## src/rtl/done_indicator_if.sv

```systemverilog
// rtl/done_indicator_if.sv - done_indicator status bus: completion/clear inputs, verdict and LED outputs.
interface done_indicator_if #(
  parameter int CNT_W = 32
);
  logic             done_in;
  logic             clear;
  logic [3:0]       led;
  logic [1:0]       state;
  logic             pass;
  logic             fail;
  logic [CNT_W-1:0] cycles;

  // Driven side: the environment that raises done_in/clear and watches the verdict.
  modport master (
    output done_in,
    output clear,
    input  led,
    input  state,
    input  pass,
    input  fail,
    input  cycles
  );

  // Design side: the verdict logic itself.
  modport slave (
    input  done_in,
    input  clear,
    output led,
    output state,
    output pass,
    output fail,
    output cycles
  );
endinterface

```

## src/rtl/done_indicator.sv

```systemverilog
// rtl/done_indicator.sv - RUN/PASS/FAIL completion verdict with cycle counter and LED heartbeat.
module done_indicator #(
  parameter int BLINK_HALF     = 50_000_000,
  parameter int TIMEOUT_CYCLES = 100_000_000,
  parameter int CNT_W          = 32
) (
  input  logic             clk,
  input  logic             reset_n,
  done_indicator_if.slave  bus
);

  localparam int HB_W = (BLINK_HALF > 1) ? $clog2(BLINK_HALF) : 1;

  localparam logic [CNT_W-1:0] TIMEOUT_LAST = CNT_W'(TIMEOUT_CYCLES - 1);
  localparam logic [HB_W-1:0]  HB_LAST      = HB_W'(BLINK_HALF - 1);

  typedef enum logic [1:0] {
    ST_RUN  = 2'b00,
    ST_PASS = 2'b01,
    ST_FAIL = 2'b10
  } state_t;

  state_t           state_q, state_d;
  logic [CNT_W-1:0] cycles_q, cycles_d;
  logic [HB_W-1:0]  hb_q, hb_d;
  logic             phase_q, phase_d;
  logic [3:0]       led_q, led_d;
  logic             sync1_q, done_s;

  // done_in comes from another clock domain; clear deliberately leaves these flops alone
  // so a level held across clear is seen immediately afterwards.
  always_ff @(posedge clk or negedge reset_n) begin
    if (!reset_n) begin
      sync1_q <= 1'b0;
      done_s  <= 1'b0;
    end else begin
      sync1_q <= bus.done_in;
      done_s  <= sync1_q;
    end
  end

  always_ff @(posedge clk or negedge reset_n) begin
    if (!reset_n) begin
      state_q  <= ST_RUN;
      cycles_q <= '0;
      hb_q     <= '0;
      phase_q  <= 1'b0;
      led_q    <= 4'b0000;
    end else begin
      state_q  <= state_d;
      cycles_q <= cycles_d;
      hb_q     <= hb_d;
      phase_q  <= phase_d;
      led_q    <= led_d;
    end
  end

  always_comb begin
    state_d  = state_q;
    cycles_d = cycles_q;
    hb_d     = hb_q;
    phase_d  = phase_q;
    led_d    = 4'b0000;

    if (bus.clear) begin
      state_d = ST_RUN;
    end else begin
      unique case (state_q)
        ST_RUN: begin
          if (done_s)
            state_d = ST_PASS;
          else if (cycles_q == TIMEOUT_LAST)
            state_d = ST_FAIL;
        end
        ST_PASS: state_d = ST_PASS;
        ST_FAIL: state_d = ST_FAIL;
        default: state_d = ST_RUN;
      endcase
    end

    // Count only on edges that stay in RUN, so the value is frozen on the exit edge.
    if (bus.clear) begin
      cycles_d = '0;
    end else if (state_q == ST_RUN && state_d == ST_RUN && cycles_q != '1) begin
      cycles_d = cycles_q + 1'b1;
    end

    if (bus.clear) begin
      hb_d    = '0;
      phase_d = 1'b0;
    end else if (hb_q == HB_LAST) begin
      hb_d    = '0;
      phase_d = ~phase_q;
    end else begin
      hb_d    = hb_q + 1'b1;
    end

    unique case (state_q)
      ST_RUN:  led_d = {3'b000, phase_q};
      ST_PASS: led_d = 4'b1111;
      ST_FAIL: led_d = phase_q ? 4'b1010 : 4'b0101;
      default: led_d = 4'b0000;
    endcase
  end

  assign bus.state  = state_q;
  assign bus.pass   = (state_q == ST_PASS);
  assign bus.fail   = (state_q == ST_FAIL);
  assign bus.cycles = cycles_q;
  assign bus.led    = led_q;

endmodule

```

## src/flat_wrapper.sv

```systemverilog
// flat-port wrapper written by rule: the top's interface ports become plain ports
module done_indicator_flat 
#(
  parameter int BLINK_HALF     = 50_000_000,
  parameter int TIMEOUT_CYCLES = 100_000_000,
  parameter int CNT_W          = 32
)
  (clk, reset_n, bus_done_in, bus_clear, bus_led, bus_state, bus_pass, bus_fail, bus_cycles);
  done_indicator_if #(.CNT_W(CNT_W)) bus_i ();
  input  logic clk;
  input  logic reset_n;
  input wire logic [$bits(bus_i.done_in)-1:0] bus_done_in;
  input wire logic [$bits(bus_i.clear)-1:0] bus_clear;
  output wire logic [$bits(bus_i.led)-1:0] bus_led;
  output wire logic [$bits(bus_i.state)-1:0] bus_state;
  output wire logic [$bits(bus_i.pass)-1:0] bus_pass;
  output wire logic [$bits(bus_i.fail)-1:0] bus_fail;
  output wire logic [$bits(bus_i.cycles)-1:0] bus_cycles;
  assign bus_i.done_in = bus_done_in;
  assign bus_i.clear = bus_clear;
  assign bus_led = bus_i.led;
  assign bus_state = bus_i.state;
  assign bus_pass = bus_i.pass;
  assign bus_fail = bus_i.fail;
  assign bus_cycles = bus_i.cycles;
  done_indicator #(.BLINK_HALF(BLINK_HALF), .TIMEOUT_CYCLES(TIMEOUT_CYCLES), .CNT_W(CNT_W)) u_core (.clk(clk), .reset_n(reset_n), .bus(bus_i));
endmodule
```

## config.mk

```make
export PLATFORM = sky130hd
export DESIGN_NAME = done_indicator_flat
export DESIGN_NICKNAME = d
export VERILOG_FILES = /design/src/rtl/done_indicator_if.sv /design/src/rtl/done_indicator.sv /design/src/flat_wrapper.sv
export SDC_FILE = /design/constraint.sdc
export NUM_CORES = 1
export LEC_CHECK = 0
export ABC_AREA = 1
export ABC_CLOCK_PERIOD_IN_PS = 2150
export CORE_ASPECT_RATIO = 1.1
export CORE_MARGIN = 1
export CORE_UTILIZATION = 58
export CTS_CLUSTER_SIZE = 16
export DETAILED_ROUTE_END_ITERATION = 6
export GPL_ROUTABILITY_DRIVEN = 0
export PLACE_DENSITY = 0.81
export SETUP_SLACK_MARGIN = 0.02
export SLEW_MARGIN = 10
export SYNTH_ARGS = -nofsm -noshare
export SYNTH_HDL_FRONTEND = slang
export SYNTH_SLANG_ARGS = --single-unit
```

## constraint.sdc

```tcl
create_clock -name clk -period 2.15 [get_ports clk]
set_input_delay 0.43 -clock clk [delete_from_list [all_inputs] [get_ports clk]]
set_output_delay 0.43 -clock clk [all_outputs]
set_load 0.01 [all_outputs]
```

==> flow_summary.yaml, run 1 <==
floorplan:
  coreArea_um2: 7090
  rows: 32
  start_util_pct: 60.4
  fp.dieH_um: 92.1
  die-area_um2: 7730
  io_pins: 44
  die_x_um: 83.9
critical_path:
  startpoint: "u_core.bus.state[1]"
  crit-reg2reg-capture: "u_core.bus.cycles[24]"
  crit_type: "flop to primary output"
  crit_path_end_kind: "primary output"
  ff2ff_path_depth: 11
  cp_max_fo: 4
  startpoint_type: "flop"
  rrSetupSlack_ns: 0.30
  cp.required_ns: 1.72
  r2r-start: "u_core.bus.cycles[1]"
  cp.arrival_ns: 1.50
global_routing:
  grt_max_degree: 67
  grt_pass1_vias: 4098
  grt_usage_pct: 30.0
  antenna_found_initial: 0
  overflow: 0
  grt_first_pass_wirelength_um: 18500
drt:
  wirelength_um: 10600
  drc: 6
  firstDrtPassIters: 6
  vias_per_cell: 5.55
  drtIter0Drc: 282
  ant_nets: 0
  vias: 4259
  wire_per_inst_um: 13.8
final_layout:
  diodes: 0
  fin_nets: 684
  syn2layout_area_growth_pct: 16.5
  drive_gt1_share_pct: 6.73
  mostFrequentLayoutCell: "nand2_1"
  multi_input_area_um2: 2180
  final_cell_mix: "nand2_1, nor2_1, inv_1, nand3_1, dfrtp_1"
  finalNonFillerCells: 768
  fillers: 635
  layout.area.seq_um2: 1650
worst_hold_path:
  hold_path_class: "input pin to async pin"
cts:
  cts_setup_buffers: 0
  cts_resized: 0
  clk_latency_ns: 0.35
  clk_pin_slew_ns: 0.08
  cts.sinks: 66
  root_buffer: "clkbuf_8"
  cts_inserted_buffers: 9
  cts_tree: "yes"
  clk_path_buf_depth: 2
  holdBufCountCts: 0
  htree_levels: 3
sta:
  tns_ns: 0
  fmax_ghz: 0.518
  rsz0062_at_grt: "false"
  clock_skew_ns: 0.00901
  period_needed_ns: 1.93
  setup_violations: 0
  hold_viol: 0
  slew_headroom_pct: 72.1
  tightestPinTransition_ns: 0.416
  min_period_over_period_pct: 89.8
  slew_viol_final: 0
power_and_ir_drop:
  peakVddDrop_mv: 0.397
  powerDensity_nw_per_um2: 500
  p_leak_nw: 2.42
placement:
  place.detailed.hpwl_um: 7780
  dpl.cell_count: 752
  io_buffers: 43
synthesis:
  synth_fp_nets: 637
  synth_area_um2: 4280
  ys_seq_elements: 66
  synth.avg_cell_area_um2: 6.78
  synth_warnings: 0
  synth_cell_types: 28
  seq_area_frac_synth_pct: 38.6
  syn-instance-count: 631
outcome:
  outcome: "finished, violations left"
  failed_checks: "design-rule violations"
job:
  maxCapViolations: 0
per-stage QoR:
step	power [W]	hold slack [ns]	setup slack [ns]	util (%)	area [µm²]
after floorplan	0.00140	0.134	0.372	-	4280
after global placement	0.00146	0.334	0.326	67.6	4790
after detailed placement	0.00147	0.339	0.193	67.6	4790
after CTS	0.00250	0.0962	0.207	70.3	4980
after global routing	0.00258	0.122	0.0950	70.3	4980
final	0.00249	0.0783	0.219	70.3	4980
worst max-delay path, cell delays in order, from the launching register on:
cell and delay, ns:
dfrtp_1 0.41, inv_1 0.08, nor2_1 0.12, clkdlybuf4s50_1 0.55
flip-flops by register name, summed over array words and instances, names as in the netlist:
signal,count
u_core.bus.cycles,32
u_core.hb_q,26
u_core.bus.led,3
u_core.bus.state,2
u_core.done_s,1
u_core.phase_q,1
u_core.sync1_q,1
layout make-up:
type | instances | area share (%)
Clock inverter | 7 | 1.41
Tap cell | 85 | 2.13
Clock buffer | 9 | 2.49
Sequential cell | 66 | 33.1
Multi-Input combinational cell | 460 | 43.8
Inverter | 86 | 6.48
Timing Repair Buffer | 55 | 10.6
cell families after synthesis:
kind of cell	synth area share, %
AND/OR/NAND/NOR	42.9
AO/OA/AOI/OAI	1.78
adder cells (fa/ha/maj)	0.585
buffers and inverters	10.4
XOR/XNOR	5.73
flip-flops	38.6
Yosys cell counts:
cell type	number	share of area [%]
a31o_2	1	0.20
nor4_1	1	0.15
a31oi_1	2	0.29
nand3_1	71	8.3
nand2_2	3	0.44
clkbuf_1	5	0.44
buf_4	2	0.35
nand4_1	39	5.7
nor2_2	5	0.73
nor3b_1	3	0.53
a21oi_1	3	0.35
nor3_1	15	1.8
clkinv_1	1	0.088
nor2_1	102	8.9
buf_8	3	1.1
o21bai_1	1	0.18
nand2_4	2	0.53
inv_1	82	7.2
xnor2_1	5	1.0
nor2_4	2	0.53
xor2_1	23	4.7
nand2_1	174	15
buf_2	9	1.1
ha_1	2	0.58
inv_2	3	0.26
a21o_1	1	0.18
dfrtp_1	66	39
o21ai_0	5	0.58
worst max-delay path by stage:
stage | end | slack [ns] | cells after the start
floorplan | u_core.bus.cycles[30] | 0.37 | 11
global placement | u_core.bus.cycles[21] | 0.33 | 8
detailed placement | u_core.bus.cycles[2] | 0.19 | 8
CTS | bus_fail | 0.21 | 3
global route | u_core.bus.cycles[2] | 0.09 | 11
finish | bus_fail | 0.22 | 3
power breakdown:
part / total, W / switching [W] / internal [W]
combinational: 0.000177 / 0.000122 / 0.0000553
clock: 0.00105 / 0.000518 / 0.000530
sequential: 0.00127 / 0.00000956 / 0.00126
per-layer routing:
layer  track usage (%)  up-vias  part of all wire, %
met4              16.1        0                  3.3
li1                  -     2097                    -
met1              34.6     1988                   42
met2              53.5      139                   51
met3              4.77       35                  4.1
met5                 0        -                    0
Power figures use the tool's default switching activity.
==> run 2, diff against run 1 <==
Settings changed: CTS_CLUSTER_SIZE 16 to 10, RECOVER_POWER set to 50.
==> run 2 against run 1 <==
Compared with the run above:
- first-iteration DRC count shrank 2.5%
- register-to-register slack lost 0.03 ns
- largest power group unchanged
- design area shrank 0.48%
- critical path type unchanged
- clock-buffer cell count is the same
- the flow finishes with violations (design-rule violations, max-capacitance violations, max-slew violations)
- routed wire length is essentially flat
- total power shrank 0.42%
==> flow_summary.yaml, run 2 (synthesis gave the netlist of run 1 again) <==
final_layout:
  syn2layout_area_growth_pct: 15.9
  fin_nets: 684
  largest_reg_flops: 32
  fin_area_um2: 4960
  diodes: 0
  finalNonFillerCells: 768
  final_cell_mix: "nand2_1, nor2_1, inv_1, nand3_1, dfrtp_1"
  drive_gt1_share_pct: 6.44
  mostFrequentLayoutCell: "nand2_1"
sta:
  period_needed_ns: 1.93
  clock_skew_ns: 0.00821
  fmax_ghz: 0.519
  tightestPinTransition_ns: 1.62
  slew_headroom_pct: -8.02
  tns_ns: 0
  slew_viol_final: 67
  setup_violations: 0
  hold_viol: 0
  rsz0062_at_grt: "false"
  min_period_over_period_pct: 89.6
drt:
  wirelength_um: 10600
  drtIter0Drc: 275
  vias_per_cell: 5.48
  wire_per_inst_um: 13.8
  vias: 4211
  firstDrtPassIters: 7
  drc: 6
  ant_nets: 0
power_and_ir_drop:
  peakVddDrop_mv: 0.397
  p_leak_nw: 2.41
  powerDensity_nw_per_um2: 500
  power_w: 0.00248
critical_path:
  crit_type: "flop to primary output"
  cp_max_fo: 4
  cp.arrival_ns: 1.50
  cp.required_ns: 1.72
  crit_path_end_kind: "primary output"
  startpoint_type: "flop"
worst_hold_path:
  hold_path_class: "flop to flop"
outcome:
  failed_checks: "design-rule violations, max-capacitance violations, max-slew violations"
  outcome: "finished, violations left"
global_routing:
  grt_pass1_vias: 4098
  antenna_found_initial: 0
  grt_usage_pct: 30.0
  grt_first_pass_wirelength_um: 18500
  overflow: 0
  grt_max_degree: 67
floorplan:
  rows: 32
  io_pins: 44
  fp.dieH_um: 92.1
  start_util_pct: 60.4
  die_x_um: 83.9
  coreArea_um2: 7090
  die-area_um2: 7730
placement:
  place.detailed.hpwl_um: 7780
  dpl.cell_count: 752
  placed_cell_area_um2: 4790
  io_buffers: 43
cts:
  clk_latency_ns: 0.35
  holdBufCountCts: 0
  cts_tree: "yes"
  cts_resized: 0
  cts.sinks: 66
  root_buffer: "clkbuf_8"
  htree_levels: 3
  cts_setup_buffers: 0
  clk_pin_slew_ns: 0.08
  clk_path_buf_depth: 2
  cts_inserted_buffers: 9
job:
  maxCapViolations: 1
## run 2: cell types whose count changed in the layout (fill, tap and decap cells not counted), sizes merged
cell / before / now
buf: 13 / 10
clkbuf: 9 / 12
clkdlybuf4s50: 42 / 40
dlygate4sd3: 0 / 2
## run 2: routing by layer
metal  GRT usage, %  vias to the layer above  share of wire (%)
met5              0                        -                  0
li1               -                     2095                  -
met4           16.1                        0                3.5
met1           34.6                     1957                 42
met3           4.77                       35                3.9
met2           53.5                      124                 50
## run 2: final timing paths
check                           slack, ns                     to                start  cells past startpoint
worst min register to register       0.35          u_core.done_s       u_core.sync1_q                      0
max in group asynchronous            0.61         u_core.hb_q[3]              reset_n                      2
worst max register to register       0.27         u_core.phase_q      u_core.hb_q[12]                      9
worst max-delay path                 0.22               bus_fail  u_core.bus.state[1]                      3
worst min-delay path                 0.35          u_core.done_s       u_core.sync1_q                      0
min in group asynchronous            0.58  u_core.bus.cycles[14]              reset_n                      2
## run 2: area by class of cell
type / instances / area (µm²)
clock inverter: 7 / 70.1
fill: 641 / 2130
sequential: 66 / 1650
tap: 85 / 106
multi-input combinational: 460 / 2180
timing repair buffer: 55 / 507
inverter: 86 / 323
clock buffer: 9 / 124
## run 2: critical path, cell delays in order (launching register included)
cell             delay, ns
dfrtp_1               0.41
inv_1                 0.08
nor2_1                0.12
clkdlybuf4s50_1       0.55
## run 2: per-stage QoR
stage                     utilization, %  setup WS, ns  hold WS, ns
after floorplan                        -         0.372        0.134
after global placement              67.6         0.326        0.334
after detailed placement            67.6         0.193        0.339
after CTS                           70.3         0.207       0.0962
after global routing                70.0        0.0951        0.361
final                               70.0         0.223        0.355
## run 2: where the power goes
part	switching, W	internal, W
Clock	0.000514	0.000530
Sequential	0.00000955	0.00126
Combinational	0.000122	0.0000498
==> run 3, diff against run 2 <==
Settings changed: GPL_ROUTABILITY_DRIVEN 0 to unset.
==> run 3 against run 2 <==
Compared with the run above:
- the run still ends with design-rule violations, max-capacitance violations, max-slew violations left
- worst setup slack worse by 0.017 ns
- via count is 2.5% higher
- cell count is 0.26% higher
- fmax is 0.87% lower
- clock-buffer cell count is 1 higher
- routed wire length is 4.1% higher
- sequential cell count stayed put
- sequential share of layout area is 0.14 points lower
- largest power group unchanged
==> flow_summary.yaml, run 3 (synthesis gave the netlist of run 1 again) <==
outcome:
  outcome: "finished, violations left"
  failed_checks: "design-rule violations, max-capacitance violations, max-slew violations"
drt:
  firstDrtPassIters: 7
  drc: 6
  vias: 4315
  ant_nets: 0
  wire_per_inst_um: 14.4
  vias_per_cell: 5.60
  drtIter0Drc: 276
  wirelength_um: 11100
sta:
  min_period_over_period_pct: 90.4
  fmax_ghz: 0.514
  slew_headroom_pct: -8.71
  rsz0062_at_grt: "false"
  hold_viol: 0
  setup_violations: 0
  tns_ns: 0
  period_needed_ns: 1.94
  tightestPinTransition_ns: 1.63
  fin_hold_ws_ns: 0.356
  clock_skew_ns: 0.00752
  slew_viol_final: 67
final_layout:
  final_cell_mix: "nand2_1, nor2_1, inv_1, nand3_1, dfrtp_1"
  mostFrequentLayoutCell: "nand2_1"
  syn2layout_area_growth_pct: 16.4
  fin_nets: 686
  drive_gt1_share_pct: 6.42
  largest_reg_flops: 32
  fin_area_um2: 4980
  diodes: 0
placement:
  placed_cell_area_um2: 4800
  gp_congestion: 0.938
  io_buffers: 43
  place.detailed.hpwl_um: 7940
power_and_ir_drop:
  peakVddDrop_mv: 0.341
  power_w: 0.00252
  powerDensity_nw_per_um2: 506
  p_leak_nw: 2.42
global_routing:
  grt_first_pass_wirelength_um: 18800
  overflow: 0
  antenna_found_initial: 0
  grt_usage_pct: 31.1
  grt_max_degree: 67
  grt_pass1_vias: 4143
floorplan:
  die-area_um2: 7730
  die_x_um: 83.9
  rows: 32
  start_util_pct: 60.4
  io_pins: 44
  coreArea_um2: 7090
  fp.dieH_um: 92.1
cts:
  cts.sinks: 66
  cts_tree: "yes"
  cts_inserted_buffers: 9
  clk_latency_ns: 0.36
  htree_levels: 3
  cts_setup_buffers: 0
  clk_path_buf_depth: 2
  clk_pin_slew_ns: 0.08
  cts_resized: 0
  holdBufCountCts: 0
  root_buffer: "clkbuf_8"
job:
  maxCapViolations: 1
critical_path:
  crit_path_end_kind: "flop"
  critPathSlowestCell: "dfrtp_1"
  slowest_delay_ns: 0.41
  cp_max_fo: 32
  startpoint_type: "flop"
  crit_chain: "ha_1 -> inv_2 -> nor2_4 -> nand2_4 -> nor2_2 -> nand3_1 -> nand2_2 -> nand2_2 -> nand2_4 -> nand3_1 -> nand2_1"
  crit_type: "flop to flop"
  cp.arrival_ns: 2.23
  cp.required_ns: 2.44
worst_hold_path:
  hold_path_class: "flop to flop"
run 3: changes by cell type in the layout (fill, tap and decap cells not counted), sizes merged:
cell      delta
clkbuf       +2
buf          +1
clkinv       +1
clkinvlp     -1
inv          -1
run 3: cell type report:
cell class | instances | area [µm²]
flip-flops and latches | 66 | 1650
clock inverters | 6 | 66.3
repair buffers | 57 | 518
multi-input cells | 460 | 2180
clock buffers | 10 | 138
inverters | 86 | 323
fillers | 596 | 2110
well taps | 85 | 106
run 3: final timing paths:
| path | from | end | slack (ns) | cells after the start |
|---|---|---|---|---|
| min | u_core.sync1_q | u_core.done_s | 0.36 | 0 |
| max | u_core.bus.cycles[1] | u_core.bus.cycles[21] | 0.21 | 11 |
| max reg2reg | u_core.bus.cycles[1] | u_core.bus.cycles[21] | 0.21 | 11 |
| max in group asynchronous | reset_n | u_core.bus.cycles[27] | 0.60 | 2 |
| min in group asynchronous | reset_n | u_core.bus.cycles[8] | 0.57 | 2 |
| min reg2reg | u_core.sync1_q | u_core.done_s | 0.36 | 0 |
run 3: where the power goes:
group / internal, W / switching, W / leakage [nW]
registers: 0.00126 / 0.00000923 / 0.908
clock network: 0.000566 / 0.000517 / 0.0945
logic: 0.0000506 / 0.000121 / 1.42
run 3: worst max-delay path: cells and delay by family, from the launching register on:
family	cells	cell delay, ns
buffers and inverters	1	0.05
flip-flops	1	0.41
AND/OR/NAND/NOR	9	1.20
adder cells (fa/ha/maj)	1	0.22
run 3: stage by stage:
stage,setup slack (ns),util [%],std cells
global route,0.0313,70.3,770
global placement,0.301,67.8,754
detailed placement,0.244,67.8,754
floorplan,0.372,-,631
CTS,0.194,70.7,770
finish,0.206,70.3,770
run 3: metal layers:
metal	up-vias	track usage, %	wire [µm]
met5	-	0	0
met4	0	16.5	435
met3	47	5.94	543
met2	161	55.4	5650
met1	2005	35.1	4420
li1	2102	-	-
